### src/rtl/button_conditioner_if.sv
// Pushbutton bundle between the board pins and the conditioner: raw buttons in,
// clean levels and strobes out.
interface button_conditioner_if #(
  parameter int unsigned NUM_BTN = 5
);
  logic [NUM_BTN-1:0] btn_raw;
  logic [NUM_BTN-1:0] held;
  logic [NUM_BTN-1:0] pressed;
  logic [NUM_BTN-1:0] released;
  logic [NUM_BTN-1:0] repeat_pulse;
  logic [NUM_BTN-1:0] step;

  modport master (
    output btn_raw,
    input  held,
    input  pressed,
    input  released,
    input  repeat_pulse,
    input  step
  );

  modport slave (
    input  btn_raw,
    output held,
    output pressed,
    output released,
    output repeat_pulse,
    output step
  );
endinterface

### src/rtl/button_conditioner.sv
// Per-button synchroniser, debouncer and auto-repeat generator. Every channel is an
// independent copy; all outputs are registered.
module button_conditioner #(
  parameter int unsigned NUM_BTN         = 5,
  parameter int unsigned DEBOUNCE_CYCLES = 1_000_000,
  parameter int unsigned REPEAT_DELAY    = 50_000_000,
  parameter int unsigned REPEAT_PERIOD   = 10_000_000
) (
  input logic                 clk,
  input logic                 reset,
  button_conditioner_if.slave bus
);

  localparam int unsigned DbW    = $clog2(DEBOUNCE_CYCLES + 1);
  localparam int unsigned RepMax = (REPEAT_DELAY > REPEAT_PERIOD) ? REPEAT_DELAY : REPEAT_PERIOD;
  localparam int unsigned RepW   = $clog2(RepMax + 1);

  typedef enum logic [1:0] {StIdle, StPressDb, StHeld, StReleaseDb} state_e;

  for (genvar i = 0; i < NUM_BTN; i++) begin : g_chan
    logic [1:0]      sync_q;
    state_e          state_q;
    logic [DbW-1:0]  db_cnt_q;
    logic [RepW-1:0] rep_cnt_q;
    logic            rep_phase_q;  // 0: waiting for first repeat, 1: periodic
    logic [RepW-1:0] rep_target;
    logic            s;
    logic            held_q, pressed_q, released_q, repeat_q, step_q;

    assign s          = sync_q[1];
    assign rep_target = rep_phase_q ? RepW'(REPEAT_PERIOD) : RepW'(REPEAT_DELAY);

    always_ff @(posedge clk) begin
      if (reset) begin
        sync_q      <= '0;
        state_q     <= StIdle;
        db_cnt_q    <= '0;
        rep_cnt_q   <= '0;
        rep_phase_q <= 1'b0;
        held_q      <= 1'b0;
        pressed_q   <= 1'b0;
        released_q  <= 1'b0;
        repeat_q    <= 1'b0;
        step_q      <= 1'b0;
      end else begin
        sync_q     <= {sync_q[0], bus.btn_raw[i]};
        pressed_q  <= 1'b0;
        released_q <= 1'b0;
        repeat_q   <= 1'b0;
        step_q     <= 1'b0;
        unique case (state_q)
          StIdle: begin
            if (s) begin
              state_q  <= StPressDb;
              db_cnt_q <= DbW'(1);
            end
          end
          StPressDb: begin
            if (!s) begin
              state_q <= StIdle;
            end else if (db_cnt_q == DbW'(DEBOUNCE_CYCLES)) begin
              state_q     <= StHeld;
              held_q      <= 1'b1;
              pressed_q   <= 1'b1;
              step_q      <= 1'b1;
              rep_cnt_q   <= '0;
              rep_phase_q <= 1'b0;
            end else begin
              db_cnt_q <= db_cnt_q + DbW'(1);
            end
          end
          StHeld: begin
            if (!s) begin
              state_q  <= StReleaseDb;
              db_cnt_q <= DbW'(1);
            end else if (REPEAT_DELAY != 0) begin
              // Reload on every pulse so the counter never wraps.
              if (rep_cnt_q + RepW'(1) == rep_target) begin
                rep_cnt_q   <= '0;
                rep_phase_q <= 1'b1;
                repeat_q    <= 1'b1;
                step_q      <= 1'b1;
              end else begin
                rep_cnt_q <= rep_cnt_q + RepW'(1);
              end
            end
          end
          StReleaseDb: begin
            if (s) begin
              state_q <= StHeld;
            end else if (db_cnt_q == DbW'(DEBOUNCE_CYCLES)) begin
              state_q    <= StIdle;
              held_q     <= 1'b0;
              released_q <= 1'b1;
            end else begin
              db_cnt_q <= db_cnt_q + DbW'(1);
            end
          end
          default: state_q <= StIdle;
        endcase
      end
    end

    assign bus.held[i]         = held_q;
    assign bus.pressed[i]      = pressed_q;
    assign bus.released[i]     = released_q;
    assign bus.repeat_pulse[i] = repeat_q;
    assign bus.step[i]         = step_q;
  end

endmodule

### src/flat_wrapper.sv
// flat-port wrapper written by rule: the top's interface ports become plain ports
module button_conditioner_flat 
#(
  parameter int unsigned NUM_BTN         = 5,
  parameter int unsigned DEBOUNCE_CYCLES = 1_000_000,
  parameter int unsigned REPEAT_DELAY    = 50_000_000,
  parameter int unsigned REPEAT_PERIOD   = 10_000_000
)
  (clk, reset, bus_btn_raw, bus_held, bus_pressed, bus_released, bus_repeat_pulse, bus_step);
  button_conditioner_if #(.NUM_BTN(NUM_BTN)) bus_i ();
  input logic clk;
  input logic reset;
  input wire logic [$bits(bus_i.btn_raw)-1:0] bus_btn_raw;
  output wire logic [$bits(bus_i.held)-1:0] bus_held;
  output wire logic [$bits(bus_i.pressed)-1:0] bus_pressed;
  output wire logic [$bits(bus_i.released)-1:0] bus_released;
  output wire logic [$bits(bus_i.repeat_pulse)-1:0] bus_repeat_pulse;
  output wire logic [$bits(bus_i.step)-1:0] bus_step;
  assign bus_i.btn_raw = bus_btn_raw;
  assign bus_held = bus_i.held;
  assign bus_pressed = bus_i.pressed;
  assign bus_released = bus_i.released;
  assign bus_repeat_pulse = bus_i.repeat_pulse;
  assign bus_step = bus_i.step;
  button_conditioner #(.NUM_BTN(NUM_BTN), .DEBOUNCE_CYCLES(DEBOUNCE_CYCLES), .REPEAT_DELAY(REPEAT_DELAY), .REPEAT_PERIOD(REPEAT_PERIOD)) u_core (.clk(clk), .reset(reset), .bus(bus_i));
endmodule
### config.mk
export PLATFORM = sky130hd
export DESIGN_NAME = button_conditioner_flat
export DESIGN_NICKNAME = d
export VERILOG_FILES = /design/src/rtl/button_conditioner_if.sv /design/src/rtl/button_conditioner.sv /design/src/flat_wrapper.sv
export SDC_FILE = /design/constraint.sdc
export NUM_CORES = 1
export LEC_CHECK = 0
export BUFFER_PORTS_ARGS = -buffer_cell sky130_fd_sc_hd__buf_2
export CORE_MARGIN = 2
export CORE_UTILIZATION = 56
export CTS_CLUSTER_SIZE = 25
export DETAILED_ROUTE_END_ITERATION = 6
export PLACE_DENSITY = 0.79
export SLEW_MARGIN = 20
export SYNTH_ARGS = -nofsm -noshare
export SYNTH_HDL_FRONTEND = slang
export SYNTH_SLANG_ARGS = --single-unit
### constraint.sdc
create_clock -name clk -period 7.1 [get_ports clk]
set_clock_uncertainty 0.2 [all_clocks]
set_input_delay 0.71 -clock clk [delete_from_list [all_inputs] [get_ports clk]]
set_output_delay 0.71 -clock clk [all_outputs]
set_load 0.01 [all_outputs]
==> metrics <==
status finished, final reports clean; Required @ worst endpoint about 7.4 ns; PostCTS Resize Cnt 0; Critical Path AT around 4.7 ns; asr flop ratio synth 0%; final setup fails 0; io pins 32; Top FF cell, synth dfxtp_1; CP max stage cell nor4_2; final hold vios 0; CP Cell Sequence nand3_1, nor4_2, nand4_1, xor2_1, or4_1, a21oi_1, nor2_1, a22o_1; DRC viols 0; Synthesis Warnings 0; Synth cell types 83; crit end category register; Slew HR about 28%; max FFs per register 130; fmax 226.8 MHz; Hold Slack ~0.15 ns; CP max stage delay 0.91 ns; Starting Density a little under three fifths; initial antenna violation count 0; first-pass GRT wire length ~64 mm; post-synthesis sequential area ratio 34.46%; Antenna diodes 0; Post-CTS Setup Inserts 0; Largest Register u_core.g_chan.rep_cnt_q; Maximum Capacitance Violations 0; 1st-pass router iterations 6; startpoint types register; count of nets after finishing 2047; largest net degree at the start of global routing 54; Post-Route WL 37.27 mm; critical path startpoint u_core.g_chan[1].rep_cnt_q[4]$_SDFFE_PP0P_; WL/cell between 15 and 20 um; HP Class primary input to register; commonest non-fill, non-tap cell in the layout dfxtp_1; clk slew on worst S/H paths about 0.060 ns; die width ~170 um; P&R area growth vs syn 6.676%; DIE AREA between 30000 and 40000 um2; Finished Core Util roughly three fifths; layout cells sized above 1 under 10%; Total GRT Usage roughly a quarter; number of H-tree levels 1; TNS Setup 0 ns; Port Buffers 31; final period utilization roughly 62%; RSZ-0062 raised after global routing false; post-DP HPWL roughly 26 mm; vias after detailed routing about 15000; number of DRC markers in iteration 0 around 1300; PD cells 199.5 nW/um2; vias in the first global route 13350; num rows between 60 and 70; Synth Register Bits 280; Vias/cell 6.123; Critical Path Fanout Max 12; Overflow after GRT 0; hold_buf cts 0; syn_area_per_cell between 7 and 8 um2; clock sinks 280; Worst Hold Launch bus_btn_raw[3]; total CTS buffers 31; maximum root-to-sink buffer count 3; Pleak roughly 0.0056 uW; FF-to-FF Start u_core.g_chan[1].rep_cnt_q[4]$_SDFFE_PP0P_; Core Region about 29000 um2; Max VDD drop around 0.21 mV; min cycle time layout ~4.4 ns; RD Place Congestion about 0.93; worst-margin pin slew ~1.1 ns; Synth Net Count 2114; CTS tree done; Post-synth EDFFs 0; DIE HEIGHT 174.4 um; most frequent cells in the layout dfxtp_1, nor2_1, nand2_1; Max Slew Vio Count 0; post-route ant nets 0; Post-Syn Instances about 2100; CTS root buf clkbuf_16; clock latency on the worst-skew pair about 0.57 ns; Largest regs u_core.g_chan.rep_cnt_q (130), u_core.g_chan.db_cnt_q (100), u_core.g_chan.sync_q (10); Synth Cell Area between 15000 and 20000 um2; Setup CP Type register to register
-- report_power, final --
group	total (uW)	switching, uW	internal [uW]	leakage [uW]
logic	278	201	77.7	0.00289
registers	1600	17.6	1590	0.00226
clock network	1580	655	926	0.000504
total	3460	873	2590	0.00565
-- kinds of logic after synthesis --
logic type      count (synthesis)  share of synthesized area, %
buf+inv                       215                         5.707
simple gates                 1022                         33.25
fa+ha+maj                      35                         2.692
xor+xnor                      182                         9.798
mux                            15                        0.9460
compound gates                323                         13.15
flops                         280                         34.46
-- metrics by stage --
step	instance area [um2]	cells	setup WS [ns]	power, uW
floorplan	16270	2072	3.598	1845
global placement	16340	2356	2.931	1905
detailed placement	16340	2356	2.796	1912
CTS	17350	2412	2.781	3498
global route	17350	2412	2.347	3596
finish	17350	2412	2.690	3463
-- worst paths after layout --
path,endpoint,slack [ns],cells past startpoint
worst min register to register,u_core.g_chan[3].sync_q[1]$_SDFF_PP0_,0.24,1
worst max-delay path,u_core.g_chan[1].rep_cnt_q[17]$_SDFFE_PP0P_,2.69,8
worst min-delay path,u_core.g_chan[3].sync_q[0]$_SDFF_PP0_,0.15,2
worst max register to register,u_core.g_chan[1].rep_cnt_q[17]$_SDFFE_PP0P_,2.69,8
-- routing by layer --
metal / track usage [%] / up-vias / part of all wire (%)
li1: - / 7299 / -
met1: 32.81 / 6996 / 46
met2: 40.51 / 412 / 47
met4: 5.252 / 0 / 1.9
met5: 0 / - / 0
met3: 3.062 / 61 / 5.1
-- cells in the mapped netlist, types with 5 or more instances --
library cell	number	share of area (%)
dfxtp_1	280	34
nor2_1	219	5.1
nand2_1	185	4.3
nand3_1	107	3.3
nor3_1	107	3.3
xnor2_1	106	5.7
clkbuf_1	96	2.2
nand4_1	88	3.4
o21ai_0	86	2.6
a21oi_1	78	2.4
xor2_1	76	4.1
inv_1	73	1.7
nor4_1	48	1.8
and3_1	45	1.7
or3_1	43	1.7
ha_1	35	2.7
buf_4	26	1.2
nand2b_1	26	1.0
nor2b_1	25	0.96
and4_1	24	1.3
a31oi_1	20	0.77
or4_1	17	0.78
a22o_1	14	0.75
nor4b_1	13	0.70
a211oi_1	12	0.55
buf_2	12	0.37
mux2i_1	12	0.74
or4b_2	12	0.74
nor3b_1	10	0.46
or2_2	10	0.38
a2111oi_0	9	0.48
a41oi_1	9	0.48
and2_1	9	0.35
nand3b_1	8	0.37
nand4b_1	8	0.43
o211ai_1	8	0.37
o2111ai_1	7	0.38
o31a_1	7	0.38
o31ai_1	7	0.32
a41o_1	6	0.37
o22ai_1	6	0.23
buf_1	5	0.12
-- critical path: cells and delay by family (launching register included) --
family           cells  cell delay, ns
flip-flops           1            0.49
AO/OA/AOI/OAI        2            0.93
XOR/XNOR             1            0.22
AND/OR/NAND/NOR      5            2.46
-- area by class of cell --
| class | count | area [um2] |
|---|---|---|
| Timing Repair Buffer | 41 | 232.7 |
| Sequential cell | 280 | 5605 |
| Multi-Input combinational cell | 1577 | 9741 |
| Clock buffer | 42 | 907.1 |
| Tap cell | 384 | 480.5 |
| Clock inverter | 14 | 110.1 |
| Fill cell | 2556 | 11270 |
| Inverter | 74 | 277.8 |
Note: power is estimated with default switching activity, not from simulation.
